**src/rtl/mont_modexp_ctrl.sv**
```systemverilog
// mont_modexp_ctrl
// Sequencer for Base^Exp mod m. It uses left-to-right square-and-multiply in
// the Montgomery domain and drives one external Montgomery multiplier core
// (P = A*B*R^-1 mod m, R = 2^K_BITS) over a start/done handshake.
//
// Ports
//   i_Clk, i_Rst       clock, asynchronous active-high reset
//   i_Start            job request, accepted only in IDLE
//   i_Base, i_Exp      operands (Base < m)
//   i_m, i_R2          odd modulus and precomputed R^2 mod m
//   o_Result, o_Done   result, held from completion until the next accepted start
//   o_Busy             high from accepted start until completion
//   o_Op_Count         multiplications issued for the current or last job
//   o_Mmm_*            operand, modulus and start lines to the core
//   i_Mmm_P, i_Mmm_Done  core result and completion flag
module mont_modexp_ctrl #(
    parameter int K_BITS = 8,
    parameter int E_BITS = 8
) (
    input  logic              i_Clk,
    input  logic              i_Rst,
    input  logic              i_Start,
    input  logic [K_BITS-1:0] i_Base,
    input  logic [E_BITS-1:0] i_Exp,
    input  logic [K_BITS-1:0] i_m,
    input  logic [K_BITS-1:0] i_R2,
    output logic [K_BITS-1:0] o_Result,
    output logic              o_Done,
    output logic              o_Busy,
    output logic [15:0]       o_Op_Count,
    output logic              o_Mmm_Start,
    output logic [K_BITS-1:0] o_Mmm_A,
    output logic [K_BITS-1:0] o_Mmm_B,
    output logic [K_BITS-1:0] o_Mmm_m,
    input  logic [K_BITS-1:0] i_Mmm_P,
    input  logic              i_Mmm_Done
);

    localparam int IW = (E_BITS > 1) ? $clog2(E_BITS) : 1;
    localparam logic [K_BITS-1:0] ONE = K_BITS'(1);

    typedef enum logic [2:0] {
        S_IDLE,
        S_TO_MONT,
        S_INIT_ACC,
        S_SQUARE,
        S_MUL,
        S_BIT_NEXT,
        S_FROM_MONT,
        S_DONE
    } state_t;

    state_t            state;
    logic              issued;   // the start pulse for the current step has been sent
    logic [K_BITS-1:0] base_q;
    logic [E_BITS-1:0] exp_q;
    logic [K_BITS-1:0] r2_q;
    logic [K_BITS-1:0] xm_q;     // Base in the Montgomery domain
    logic [K_BITS-1:0] acc_q;    // running accumulator, Montgomery domain
    logic [IW-1:0]     bit_idx;

    logic [K_BITS-1:0] op_a;
    logic [K_BITS-1:0] op_b;
    logic              step_done;

    // Operand selection for the multiplication owned by the current state.
    always_comb begin
        op_a = '0;
        op_b = '0;
        case (state)
            S_TO_MONT:   begin op_a = base_q; op_b = r2_q;  end
            S_INIT_ACC:  begin op_a = ONE;    op_b = r2_q;  end
            S_SQUARE:    begin op_a = acc_q;  op_b = acc_q; end
            S_MUL:       begin op_a = acc_q;  op_b = xm_q;  end
            S_FROM_MONT: begin op_a = acc_q;  op_b = ONE;   end
            default:     begin op_a = '0;     op_b = '0;    end
        endcase
    end

    // The core may still show done from the previous step while the start
    // pulse is on the bus. It clears done only when it samples start, so a
    // done is taken only after the pulse has dropped.
    assign step_done = issued && !o_Mmm_Start && i_Mmm_Done;

    always_ff @(posedge i_Clk or posedge i_Rst) begin
        if (i_Rst) begin
            state       <= S_IDLE;
            issued      <= 1'b0;
            base_q      <= '0;
            exp_q       <= '0;
            r2_q        <= '0;
            xm_q        <= '0;
            acc_q       <= '0;
            bit_idx     <= '0;
            o_Result    <= '0;
            o_Done      <= 1'b0;
            o_Busy      <= 1'b0;
            o_Op_Count  <= '0;
            o_Mmm_Start <= 1'b0;
            o_Mmm_A     <= '0;
            o_Mmm_B     <= '0;
            o_Mmm_m     <= '0;
        end else begin
            o_Mmm_Start <= 1'b0;
            case (state)
                S_IDLE: begin
                    if (i_Start) begin
                        base_q     <= i_Base;
                        exp_q      <= i_Exp;
                        r2_q       <= i_R2;
                        o_Mmm_m    <= i_m;
                        o_Busy     <= 1'b1;
                        o_Done     <= 1'b0;
                        o_Op_Count <= '0;
                        issued     <= 1'b0;
                        state      <= S_TO_MONT;
                    end
                end

                S_TO_MONT, S_INIT_ACC, S_SQUARE, S_MUL, S_FROM_MONT: begin
                    if (!issued) begin
                        // Issue: operands and start go out together, and
                        // the operands stay put until the result is taken.
                        o_Mmm_A     <= op_a;
                        o_Mmm_B     <= op_b;
                        o_Mmm_Start <= 1'b1;
                        o_Op_Count  <= o_Op_Count + 16'd1;
                        issued      <= 1'b1;
                    end else if (step_done) begin
                        issued <= 1'b0;
                        case (state)
                            S_TO_MONT: begin
                                xm_q  <= i_Mmm_P;
                                state <= S_INIT_ACC;
                            end
                            S_INIT_ACC: begin
                                acc_q   <= i_Mmm_P;      // R mod m, i.e. 1 in the Montgomery domain
                                bit_idx <= IW'(E_BITS - 1);
                                state   <= S_SQUARE;
                            end
                            S_SQUARE: begin
                                acc_q <= i_Mmm_P;
                                state <= exp_q[bit_idx] ? S_MUL : S_BIT_NEXT;
                            end
                            S_MUL: begin
                                acc_q <= i_Mmm_P;
                                state <= S_BIT_NEXT;
                            end
                            default: begin       // S_FROM_MONT
                                o_Result <= i_Mmm_P;
                                o_Done   <= 1'b1;
                                o_Busy   <= 1'b0;
                                state    <= S_DONE;
                            end
                        endcase
                    end
                end

                S_BIT_NEXT: begin
                    if (bit_idx == '0) begin
                        state <= S_FROM_MONT;
                    end else begin
                        bit_idx <= bit_idx - 1'b1;
                        state   <= S_SQUARE;
                    end
                end

                // Single-cycle DONE: a start seen in this cycle is dropped.
                S_DONE: state <= S_IDLE;

                default: state <= S_IDLE;
            endcase
        end
    end

endmodule

```
**config.mk**
```make
export PLATFORM = sky130hd
export DESIGN_NAME = mont_modexp_ctrl
export DESIGN_NICKNAME = d
export VERILOG_FILES = /design/src/rtl/mont_modexp_ctrl.sv
export SDC_FILE = /design/constraint.sdc
export NUM_CORES = 1
export LEC_CHECK = 0
export ABC_AREA = 1
export CAP_MARGIN = 20
export CORE_MARGIN = 5
export CORE_UTILIZATION = 40
export CTS_CLUSTER_DIAMETER = 60
export CTS_CLUSTER_SIZE = 30
export DETAILED_ROUTE_END_ITERATION = 10
export PLACE_DENSITY = 0.65
export SYNTH_ARGS = -nofsm -noshare
export SYNTH_HDL_FRONTEND = slang
export SYNTH_SLANG_ARGS = --single-unit
```
**constraint.sdc**
```tcl
create_clock -name i_Clk -period 4.5 [get_ports i_Clk]
set_input_delay 0.9 -clock i_Clk [delete_from_list [all_inputs] [get_ports i_Clk]]
set_output_delay 0.9 -clock i_Clk [all_outputs]
set_load 0.02 [all_outputs]
```
==> flow_summary_export.csv <==
group,metric,value,unit
critical_path,required,3.60,ns
synthesis,yosysWarnings,0,
global_routing,grt_max_degree,47,
routing,post_drt_via_cell_ratio,4.983,
cts,ctsRootBufferMaster,"clkbuf_16",
power,p_leak,2.703,nW
final_layout,drive_gt1_frac,0.1135,
timing,worst_slack,2.089,ns
power,pwr_density_cell,660.8,mW/mm2
timing,worstMarginPinSlew,0.6053,ns
synthesis,synth-seq-cells,98,
synthesis,yosysTopAreaCellShare,0.5423,
critical_path,critPathTopFamily,"buffers and inverters",
cts,post_cts_resized,0,
critical_path,cp_data_arrival_time,1.51,ns
power,p_total,0.003912,W
final_layout,antenna_cells,0,
floorplanning,die_x,116.3,um
routing,drc,0,
placement,dp_worst_setup_slack,2.116,ns
timing,finClkSkew,0.007063,ns
timing,max_freq,414.7,MHz
synthesis,synth_top_area_cell,"dfrtp_1",
timing,drv_slew,0,
routing,num_vias,3727,
critical_path,crit_fanout,8,
synthesis,synth-edff-count,0,
power,ir_drop,0.3943,mV
global_routing,grt_pass1_vias,3772,
cts,clk_pin_slew_worst_paths,0.08,ns
cts,clk_path_buf_depth,2,
global_routing,gr-total-overflow,0,
floorplanning,coreArea,0.01098,mm2
timing,max-slew-margin-rel,0.5964,
synthesis,synthCells,508,
floorplanning,die_h,116.3,um
timing,final-setup-viol-count,0,
synthesis,syn_nets,555,
critical_path,crit_buf_inv,1,
timing,post-route-period-util,0.5358,
routing,wl_per_cell,14.49,um
floorplanning,dieArea,0.01353,mm2
placement,place.gp.congestion,0.8954,
floorplanning,io_pins,95,
critical_path,path_class,"reg -> out",
cts,htreeDepth,3,
final_layout,fin_area,0.005921,mm2
timing,fin_crit,2.411,ns
cts,cts_buffers,9,
hold_path,hold_class,"reg -> reg",
critical_path,end_kind,"output port",
placement,post-place-cells,732,
global_routing,antenna_found_initial,1,
cts,cts_tree,"yes",
timing,tns,0,ns
global_routing,grt_pass1_wl,18220,um
timing,rsz0062_at_grt,"no",
cts,worstSkewPairLatency,0.34,ns
cts,post_cts_buffers,0,
cts,cts.sinks,98,
placement,dpl-instance-area,0.005598,mm2
final_layout,area_growth,30.94,%
critical_path,critPathSlowestCell,"clkdlybuf4s50_1",
critical_path,worstSetupStartpointType,"register",
routing,drt-pass1-iter-count,4,
critical_path,critPathMaxStageDelay,0.67,ns
synthesis,synth_area_per_cell,8.901,um2
placement,io_buffers,94,
floorplanning,rows,38,
synthesis,synth_area_leaders,"dfrtp_1 (54%), nand2_1 (14%), mux2_2 (8.0%)",
routing,drtIter0Drc,196,
synthesis,synth-seq-area-share,0.5423,
critical_path,path_cells,"clkdlybuf4s50_1",
final_layout,fin_cells,748,
floorplanning,start_util,0.4117,
status,status,"completed",
synthesis,synth.cell_area,0.004522,mm2
cts,cts_hold_buf,0,
synthesis,synth.distinct_cells,28,
critical_path,r2r_slack,2.47,ns
run,cap_violations,0,
routing,ant_nets,0,
final_layout,mostFrequentLayoutCell,"nand2_1",
global_routing,track_usage,0.1691,
synthesis,async_flop_share,1.000,
routing,wirelength,10840,um
synthesis,yosys_most_used_dff,"dfrtp_1",
final_layout,final_cell_mix,"nand2_1 (168), dfrtp_1 (98), clkdlybuf4s50_1 (94)",
final_layout,fin_nets,650,
timing,hold_viol_final,0,
placement,dp_hpwl,7946,um
[per-layer routing]
metal  vias to the layer above  share of wire  track usage
li1                       1856              -            -
met1                      1746           0.46       0.2297
met2                       105           0.44       0.2590
met3                        18          0.074      0.05544
met4                         2          0.016      0.05104
met5                         -         0.0018            0
[area by class of cell]
class                           count  area, um2
Clock inverter                      7      97.59
Multi-Input combinational cell    360       1866
Clock buffer                        9      225.2
Fill cell                        1025       5062
Tap cell                          140      175.2
Timing Repair Buffer               97      963.4
Inverter                           37      141.4
Sequential cell                    98       2452
[through the flow]
step	hold slack [ns]	utilization
after detailed placement	0.4631	0.5097
after global placement	0.4601	0.5097
after CTS	0.4826	0.5391
final	0.4803	0.5391
after floorplan	0.4530	-
after global routing	0.5101	0.5391
[Yosys cell counts (5+ instances only)]
master / n
nand2_1: 168
nand3_1: 34
a21oi_1: 8
or2_2: 5
o21ai_0: 44
buf_2: 13
dfrtp_1: 98
o21ai_1: 13
nor2_1: 23
inv_1: 33
nand4_1: 8
mux2_2: 32
[registers in the layout (all words and copies together) (netlist names), 3 cells and up]
name        cells
o_Mmm_m         8
r2_q            8
xm_q            8
state           3
o_Mmm_B         8
bit_idx         3
o_Result        8
exp_q           8
o_Mmm_A         8
o_Op_Count     16
acc_q           8
base_q          8
[kinds of logic (layout without fill, tap and decap cells)]
family	after synthesis	count (layout)	synth area share
muxes	32	32	0.07969
AOI/OAI and AO/OA	77	77	0.09214
xor gates and xnor gates	3	3	0.005812
DFF	98	98	0.5423
adders and majority gates	3	3	0.008302
and+or+nand+nor	245	245	0.2266
buffers and inverters	50	150	0.04510
[worst min-delay path, cell delays in order, from the launching register on]
cell	delay, ns
dfrtp_1	0.35
nand2_1	0.05
nand2_1	0.05
[where the power goes]
group          total, W  leakage (nW)  switching [W]  internal [W]
logic           0.00162          1.31       0.000948      0.000676
registers       0.00147          1.24       0.000235       0.00124
clock network  0.000815         0.157       0.000367      0.000448
total           0.00391          2.70        0.00155       0.00236
[worst paths after layout]
check | end | startpoint | cells past startpoint
worst max-delay path | o_Op_Count[0] | o_Op_Count[0]$_DFFE_PP0P_ | 1
worst min-delay path | o_Busy$_DFFE_PP0P_ | o_Busy$_DFFE_PP0P_ | 2
worst max register to register | o_Mmm_A[2]$_DFFE_PP0P_ | state[2]$_DFFE_PP0P_ | 7
worst min register to register | o_Busy$_DFFE_PP0P_ | o_Busy$_DFFE_PP0P_ | 2
max in group asynchronous | acc_q[0]$_DFFE_PP0P_ | i_Rst | 3
min in group asynchronous | state[0]$_DFFE_PP0P_ | i_Rst | 2
No activity file was read; power rests on OpenSTA's default activity.
